<file path="src/rtl/rob_commit_ctrl_if.sv">
// Commit-side bundle between ROB, free list, front end and the commit controller.
// Latency: n/a (wires only).
// Backpressure: fl_ready from the free list gates every pop carried here.
// Ports: master = ROB/free-list/front-end side, slave = rob_commit_ctrl.
interface rob_commit_ctrl_if #(
  parameter int ROB_DEPTH    = 128,
  parameter int P_ADDR_WIDTH = 7,
  parameter int INSTR_COUNT  = 2
);
  localparam int ID_W = $clog2(ROB_DEPTH);

  // ROB head window
  logic [INSTR_COUNT-1:0]                   rob_valid;
  logic [INSTR_COUNT-1:0]                   rob_exec;
  logic [INSTR_COUNT-1:0][P_ADDR_WIDTH-1:0] rob_ppdst;
  logic [INSTR_COUNT-1:0]                   rob_pop;
  // ROB tail recovery
  logic                                     rob_rec_en;
  logic [ID_W-1:0]                          rob_rec_id;
  logic                                     mis_en;
  logic [ID_W-1:0]                          mis_id;
  // free list release
  logic                                     fl_ready;
  logic [INSTR_COUNT-1:0]                   fl_push;
  logic [INSTR_COUNT-1:0][P_ADDR_WIDTH-1:0] fl_data;
  // debug / front end / stats
  logic                                     halt;
  logic                                     fe_stall;
  logic [31:0]                              commit_cnt;

  modport master (
    output rob_valid, rob_exec, rob_ppdst, mis_en, mis_id, fl_ready, halt,
    input  rob_pop, rob_rec_en, rob_rec_id, fl_push, fl_data, fe_stall, commit_cnt
  );

  modport slave (
    input  rob_valid, rob_exec, rob_ppdst, mis_en, mis_id, fl_ready, halt,
    output rob_pop, rob_rec_en, rob_rec_id, fl_push, fl_data, fe_stall, commit_cnt
  );
endinterface

</file>
<file path="src/rtl/rob_commit_ctrl.sv">
// In-order ROB commit controller with mispredict recovery, flush window and debug halt.
// Latency: pops/free-list releases combinational in the same cycle; recovery strobe one cycle after mis_en.
// Backpressure: fl_ready=0, halt, FLUSH or HALTED hold every pop at zero; the ROB simply keeps its head.
// Ports: clk, rst_n (async active-low), bus (rob_commit_ctrl_if.slave: ROB head window,
//        recovery strobe/id, mispredict report, free-list release, halt, fe_stall, commit_cnt).
module rob_commit_ctrl #(
  parameter int ROB_DEPTH    = 128,
  parameter int P_ADDR_WIDTH = 7,
  parameter int INSTR_COUNT  = 2,
  parameter int FLUSH_CYCLES = 2
) (
  input  logic               clk,
  input  logic               rst_n,
  rob_commit_ctrl_if.slave   bus
);
  localparam int ID_W = $clog2(ROB_DEPTH);
  localparam int FC_W = (FLUSH_CYCLES > 1) ? $clog2(FLUSH_CYCLES) : 1;

  typedef enum logic [1:0] {RUN, FLUSH, HALTED} state_t;

  state_t                 state;
  logic [FC_W-1:0]        flush_cnt;
  logic                   rec_en_q;
  logic [ID_W-1:0]        rec_id_q;
  logic                   fe_stall_q;
  logic [31:0]            commit_cnt_q;

  logic [INSTR_COUNT:0]   chain;
  logic [INSTR_COUNT-1:0] pop;
  logic [31:0]            pop_cnt;
  logic [ID_W:0]          rec_sum;
  logic [ID_W-1:0]        rec_id_nxt;

  // Thermometer pop: each slot commits only if it and every older slot are
  // valid and executed. rst_n is folded in so pops drop the instant reset asserts.
  always_comb begin
    chain    = '0;
    chain[0] = rst_n && (state == RUN) && !bus.halt && bus.fl_ready;
    for (int k = 0; k < INSTR_COUNT; k++) begin
      chain[k+1] = chain[k] & bus.rob_valid[k] & bus.rob_exec[k];
    end
    pop = chain[INSTR_COUNT:1];
  end

  always_comb begin
    pop_cnt = 32'd0;
    for (int k = 0; k < INSTR_COUNT; k++) begin
      pop_cnt = pop_cnt + 32'(pop[k]);
    end
  end

  // New tail is the entry after the mispredicted branch, wrapping at ROB_DEPTH
  // (explicit compare so non-power-of-two depths also wrap correctly).
  always_comb begin
    rec_sum    = {1'b0, bus.mis_id} + (ID_W+1)'(1);
    rec_id_nxt = rec_sum[ID_W-1:0];
    if (rec_sum == (ID_W+1)'(ROB_DEPTH)) begin
      rec_id_nxt = '0;
    end
  end

  always_ff @(posedge clk or negedge rst_n) begin
    if (!rst_n) begin
      state        <= RUN;
      flush_cnt    <= '0;
      rec_en_q     <= 1'b0;
      rec_id_q     <= '0;
      fe_stall_q   <= 1'b0;
      commit_cnt_q <= 32'd0;
    end else begin
      commit_cnt_q <= commit_cnt_q + pop_cnt;
      rec_en_q     <= 1'b0;
      case (state)
        RUN: begin
          // mis_en wins over halt; halt is looked at again when FLUSH ends.
          if (bus.mis_en) begin
            state      <= FLUSH;
            flush_cnt  <= FC_W'(FLUSH_CYCLES - 1);
            rec_en_q   <= 1'b1;
            rec_id_q   <= rec_id_nxt;
            fe_stall_q <= 1'b1;
          end else if (bus.halt) begin
            state <= HALTED;
          end
        end
        FLUSH: begin
          // flush_cnt counts remaining FLUSH cycles including the strobe cycle.
          if (flush_cnt == '0) begin
            state      <= bus.halt ? HALTED : RUN;
            fe_stall_q <= 1'b0;
          end else begin
            flush_cnt <= flush_cnt - FC_W'(1);
          end
        end
        HALTED: begin
          if (!bus.halt) begin
            state <= RUN;
          end
        end
        default: begin
          state      <= RUN;
          fe_stall_q <= 1'b0;
        end
      endcase
    end
  end

  assign bus.rob_pop    = pop;
  assign bus.fl_push    = pop;
  assign bus.fl_data    = bus.rob_ppdst;
  assign bus.rob_rec_en = rec_en_q;
  assign bus.rob_rec_id = rec_id_q;
  assign bus.fe_stall   = fe_stall_q;
  assign bus.commit_cnt = commit_cnt_q;
endmodule

</file>
<file path="src/flat_wrapper.sv">
// flat-port wrapper written by rule: the top's interface ports become plain ports
module rob_commit_ctrl_flat 
#(
  parameter int ROB_DEPTH    = 128,
  parameter int P_ADDR_WIDTH = 7,
  parameter int INSTR_COUNT  = 2,
  parameter int FLUSH_CYCLES = 2
)
  (clk, rst_n, bus_rob_valid, bus_rob_exec, bus_rob_ppdst, bus_mis_en, bus_mis_id, bus_fl_ready, bus_halt, bus_rob_pop, bus_rob_rec_en, bus_rob_rec_id, bus_fl_push, bus_fl_data, bus_fe_stall, bus_commit_cnt);
  rob_commit_ctrl_if #(.ROB_DEPTH(ROB_DEPTH), .P_ADDR_WIDTH(P_ADDR_WIDTH), .INSTR_COUNT(INSTR_COUNT)) bus_i ();
  input  logic clk;
  input  logic rst_n;
  input wire logic [$bits(bus_i.rob_valid)-1:0] bus_rob_valid;
  input wire logic [$bits(bus_i.rob_exec)-1:0] bus_rob_exec;
  input wire logic [$bits(bus_i.rob_ppdst)-1:0] bus_rob_ppdst;
  input wire logic [$bits(bus_i.mis_en)-1:0] bus_mis_en;
  input wire logic [$bits(bus_i.mis_id)-1:0] bus_mis_id;
  input wire logic [$bits(bus_i.fl_ready)-1:0] bus_fl_ready;
  input wire logic [$bits(bus_i.halt)-1:0] bus_halt;
  output wire logic [$bits(bus_i.rob_pop)-1:0] bus_rob_pop;
  output wire logic [$bits(bus_i.rob_rec_en)-1:0] bus_rob_rec_en;
  output wire logic [$bits(bus_i.rob_rec_id)-1:0] bus_rob_rec_id;
  output wire logic [$bits(bus_i.fl_push)-1:0] bus_fl_push;
  output wire logic [$bits(bus_i.fl_data)-1:0] bus_fl_data;
  output wire logic [$bits(bus_i.fe_stall)-1:0] bus_fe_stall;
  output wire logic [$bits(bus_i.commit_cnt)-1:0] bus_commit_cnt;
  assign bus_i.rob_valid = bus_rob_valid;
  assign bus_i.rob_exec = bus_rob_exec;
  assign bus_i.rob_ppdst = bus_rob_ppdst;
  assign bus_i.mis_en = bus_mis_en;
  assign bus_i.mis_id = bus_mis_id;
  assign bus_i.fl_ready = bus_fl_ready;
  assign bus_i.halt = bus_halt;
  assign bus_rob_pop = bus_i.rob_pop;
  assign bus_rob_rec_en = bus_i.rob_rec_en;
  assign bus_rob_rec_id = bus_i.rob_rec_id;
  assign bus_fl_push = bus_i.fl_push;
  assign bus_fl_data = bus_i.fl_data;
  assign bus_fe_stall = bus_i.fe_stall;
  assign bus_commit_cnt = bus_i.commit_cnt;
  rob_commit_ctrl #(.ROB_DEPTH(ROB_DEPTH), .P_ADDR_WIDTH(P_ADDR_WIDTH), .INSTR_COUNT(INSTR_COUNT), .FLUSH_CYCLES(FLUSH_CYCLES)) u_core (.clk(clk), .rst_n(rst_n), .bus(bus_i));
endmodule
</file>
<file path="config.mk">
export PLATFORM = sky130hd
export DESIGN_NAME = rob_commit_ctrl_flat
export DESIGN_NICKNAME = d
export VERILOG_FILES = /design/src/rtl/rob_commit_ctrl_if.sv /design/src/rtl/rob_commit_ctrl.sv /design/src/flat_wrapper.sv
export SDC_FILE = /design/constraint.sdc
export NUM_CORES = 1
export LEC_CHECK = 0
export CAP_MARGIN = 20
export CORE_MARGIN = 2
export CORE_UTILIZATION = 28
export DETAILED_ROUTE_END_ITERATION = 10
export HOLD_SLACK_MARGIN = 0.03
export SLEW_MARGIN = 20
export SYNTH_ARGS = -nofsm -noshare
export SYNTH_HDL_FRONTEND = slang
export SYNTH_SLANG_ARGS = --single-unit
export TNS_END_PERCENT = 1
</file>
<file path="constraint.sdc">
create_clock -name clk -period 8.1 [get_ports clk]
set_input_delay 1.62 -clock clk [delete_from_list [all_inputs] [get_ports clk]]
set_output_delay 1.62 -clock clk [all_outputs]
set_load 0.005 [all_outputs]
</file>
==> impl_metrics.yaml <==
global_route:
  grt_pass1_wl_mm: 7.53
  track_usage: 0.109
  grt_start_max_net_pins: 46
  antenna_found_initial: 0
  gr-total-overflow: 0
  met2_usage: 0.178
  busiest_layer: "met2"
  use_met3: 0.0317
  grt_use_met1: 0.142
  grt_pass1_vias: 1596
logic_synthesis:
  synth_common_cells: "dfrtp_1, nand2_1, xnor2_1"
  netlist_area_sq_mm: 0.00220
  ys_ff_latch: 44
  synth_mux_area_frac: 0.00454
  synth-xor-area-share: 0.139
  synthCells: 203
  synth_area_leaders: "dfrtp_1, xnor2_1, xor2_1"
  synth_enable_flop_cells: 0
  ys_seq_area_frac: 0.499
  netlist.area_leader.share: 0.499
  ys.flop_type: "dfrtp_1"
  synth_top_family_by_area: "simple AND/OR/NAND/NOR gates"
  yosys.cell_count.top_type: "dfrtp_1"
  async_reset_ff_frac: 1.00
  synth-simple-area-share: 0.225
  syn_nets: 239
  synth.distinct_cells: 31
  synth_compound_gate_area_share: 0.0284
  synthAdderAreaFrac: 0.0375
  synth_top_area_cell: "dfrtp_1"
  ys_warn_count: 0
  synth_area_per_cell_sq_um: 10.9
power_and_ir_drop:
  intPower_uw: 424
  switchingPower_uw: 152
  p_leak_uw: 0.00128
  power_frac_comb: 0.220
  seq_power_share: 0.495
  power_density_mw_per_mm2: 197
  switching_share: 0.263
  ir_worst_vdd_mv: 0.124
  clockPowerShare: 0.286
clocking:
  holdBufCountCts: 0
  htreeDepth: 2
  clockRootBuffer: "clkbuf_8"
  cts_tree: "done"
  path_clk_slew_ps: 80
  worstSkewPairLatency_ps: 290
  numCtsBuffers: 5
  post_cts_resized: 0
  cts_setup_buffers: 0
  cts.sinks: 44
  clockBufferDepth: 2
routing:
  via_count: 1584
  drc: 0
  ant_nets: 0
  wl_per_cell_um: 12.4
  drt_pass1_iterations: 4
  drtIter0Drc: 28
  viasPerCell: 4.44
  drt-total-wl_mm: 4.41
cells_and_area:
  diodes: 0
  final.fill_count: 780
  nets: 290
  post-route-util: 0.380
  area_growth_pct: 32.4
  drive_above_1_share: 0.0745
setup_path:
  worstSetupEndpointType: "output port"
  crit_fanout: 45
  crit_type: "input port to output port"
  crit_path_end: "bus_rob_pop[1]"
  cp_data_arrival_time_ps: 3430
  required_ps: 6480
  critPathLaunchType: "input port"
  r2r_setup_slack_ps: 4940
  crit_family: "buffers and inverters"
  slowest_stage: "clkdlybuf4s50_1"
  worstPathCellList: "buf_2 > buf_4 > nand3_1 > nor3_1 > and3_1 > clkdlybuf4s50_1"
  r2r-end: "u_core.bus.commit_cnt[22]"
  r2r-start: "u_core.state[0]"
  cpPeakStageDelay_ps: 520
  startpoint: "rst_n"
  worst-path-stages: 6
  worst_r2r_path_depth: 12
  worst-path-buf-inv: 3
sta:
  min_period_ps: 5050
  fmax_ghz: 0.198
  final.setup.worst_slack_ps: 3050
  finalSetupViolations: 0
  tightest_slew_ps: 565
  finalCritPeriodShare: 0.624
  final.setup.tns_ps: 0
  finClkSkew_ps: 6.57
  finalHoldViolCount: 0
  drv_slew: 0
  grt_setup_unrepaired: "no"
  slew-limit-headroom: 0.624
floorplanning:
  dieArea_sq_mm: 0.00860
  core-area_sq_mm: 0.00769
  initial_core_util: 0.287
  die_w_um: 92.7
  io_pins: 89
  rows: 32
  fp.dieH_um: 92.7
placed_design:
  place_congestion: 0.758
  hpwl_mm: 3.29
  io_buffer_count: 60
  pre_cts_ws_ps: 2980
run_status:
  status: "completed"
hold_path:
  holdPathStages: 1
  hold_path_class: "flip-flop to flip-flop"
flow_run:
  drv_cap: 0
placed cells by master (no fill, tap or decap), types with 2 or more instances in the layout:
cell type,netlist,layout
and3_1,7,7
nand4_1,4,4
o22ai_1,2,2
nand2_1,25,25
nand2b_1,3,3
xnor2_1,21,21
dfrtp_1,44,44
clkdlybuf4s50_1,0,59
inv_1,6,6
and2_1,3,3
nor2_1,7,7
nor4_2,6,6
clkbuf_8,0,5
o21ai_0,6,6
and4_1,3,3
xor2_1,14,14
nor3_1,5,5
ha_1,5,5
nand3_1,13,13
sequential cells by signal, indices dropped and copies added, names as in the netlist:
register and cells:
u_core.bus.rob_rec_en 1, u_core.bus.rob_rec_id 7, u_core.state 2, u_core.bus.commit_cnt 32
u_core.flush_cnt 1, u_core.bus.fe_stall 1
cells by family after synthesis:
logic type               after synthesis
AO/OA/AOI/OAI                         11
XOR/XNOR                              35
multiplexers                           1
AND/OR/NAND/NOR                       83
flip-flops                            44
buffers and inverters                 23
adder cells (fa/ha/maj)                6
how the worst min path moves through the flow:
stage | from | end | slack, ps
floorplan | u_core.state[1] | u_core.state[0] | 460
global placement | u_core.bus.commit_cnt[31] | u_core.bus.commit_cnt[31] | 460
detailed placement | u_core.bus.commit_cnt[31] | u_core.bus.commit_cnt[31] | 460
CTS | u_core.bus.commit_cnt[31] | u_core.bus.commit_cnt[31] | 480
global route | u_core.bus.commit_cnt[31] | u_core.bus.commit_cnt[31] | 500
finish | u_core.bus.commit_cnt[31] | u_core.bus.commit_cnt[31] | 470
stage by stage:
step | cells | cell area [sq um] | power, uW | hold WS (ps)
final | 357 | 2920 | 576 | 469
after global routing | 357 | 2920 | 613 | 504
after CTS | 357 | 2920 | 587 | 475
after detailed placement | 349 | 2810 | 418 | 461
after global placement | 349 | 2810 | 416 | 456
after floorplan | 203 | 2200 | 338 | 460
per-layer routing:
| metal | vias up | wire, um |
|---|---|---|
| met2 | 42 | 2090 |
| met5 | - | 0 |
| met4 | 0 | 45 |
| met1 | 764 | 2030 |
| li1 | 771 | - |
| met3 | 7 | 243 |
layout make-up:
class,count,area (sq um),area share
clock buffer,6,72.6,0.0249
clock inverter,2,35.0,0.0120
inverter,6,22.5,0.00772
multi-input combinational,136,957,0.328
sequential,44,1100,0.377
tap,102,128,0.0437
timing repair buffer,61,603,0.207
worst register-to-register path: cells and delay by family (launching register included):
family | cells | cell delay [ps]
xor+xnor | 1 | 140
fa+ha+maj | 3 | 760
buf+inv | 1 | 60
flops | 1 | 450
simple gates | 7 | 1630
power groups by stage:
stage          clock network, uW  registers, uW  logic [uW]
2_1_floorplan                  0            286        52.6
4_1_cts                      171            286         130
3_5_place_dp                   0            290         129
3_3_place_gp                   0            289         127
6_report                     164            285         126
5_1_grt                      180            291         142
No activity file was read; power rests on OpenSTA's default activity.
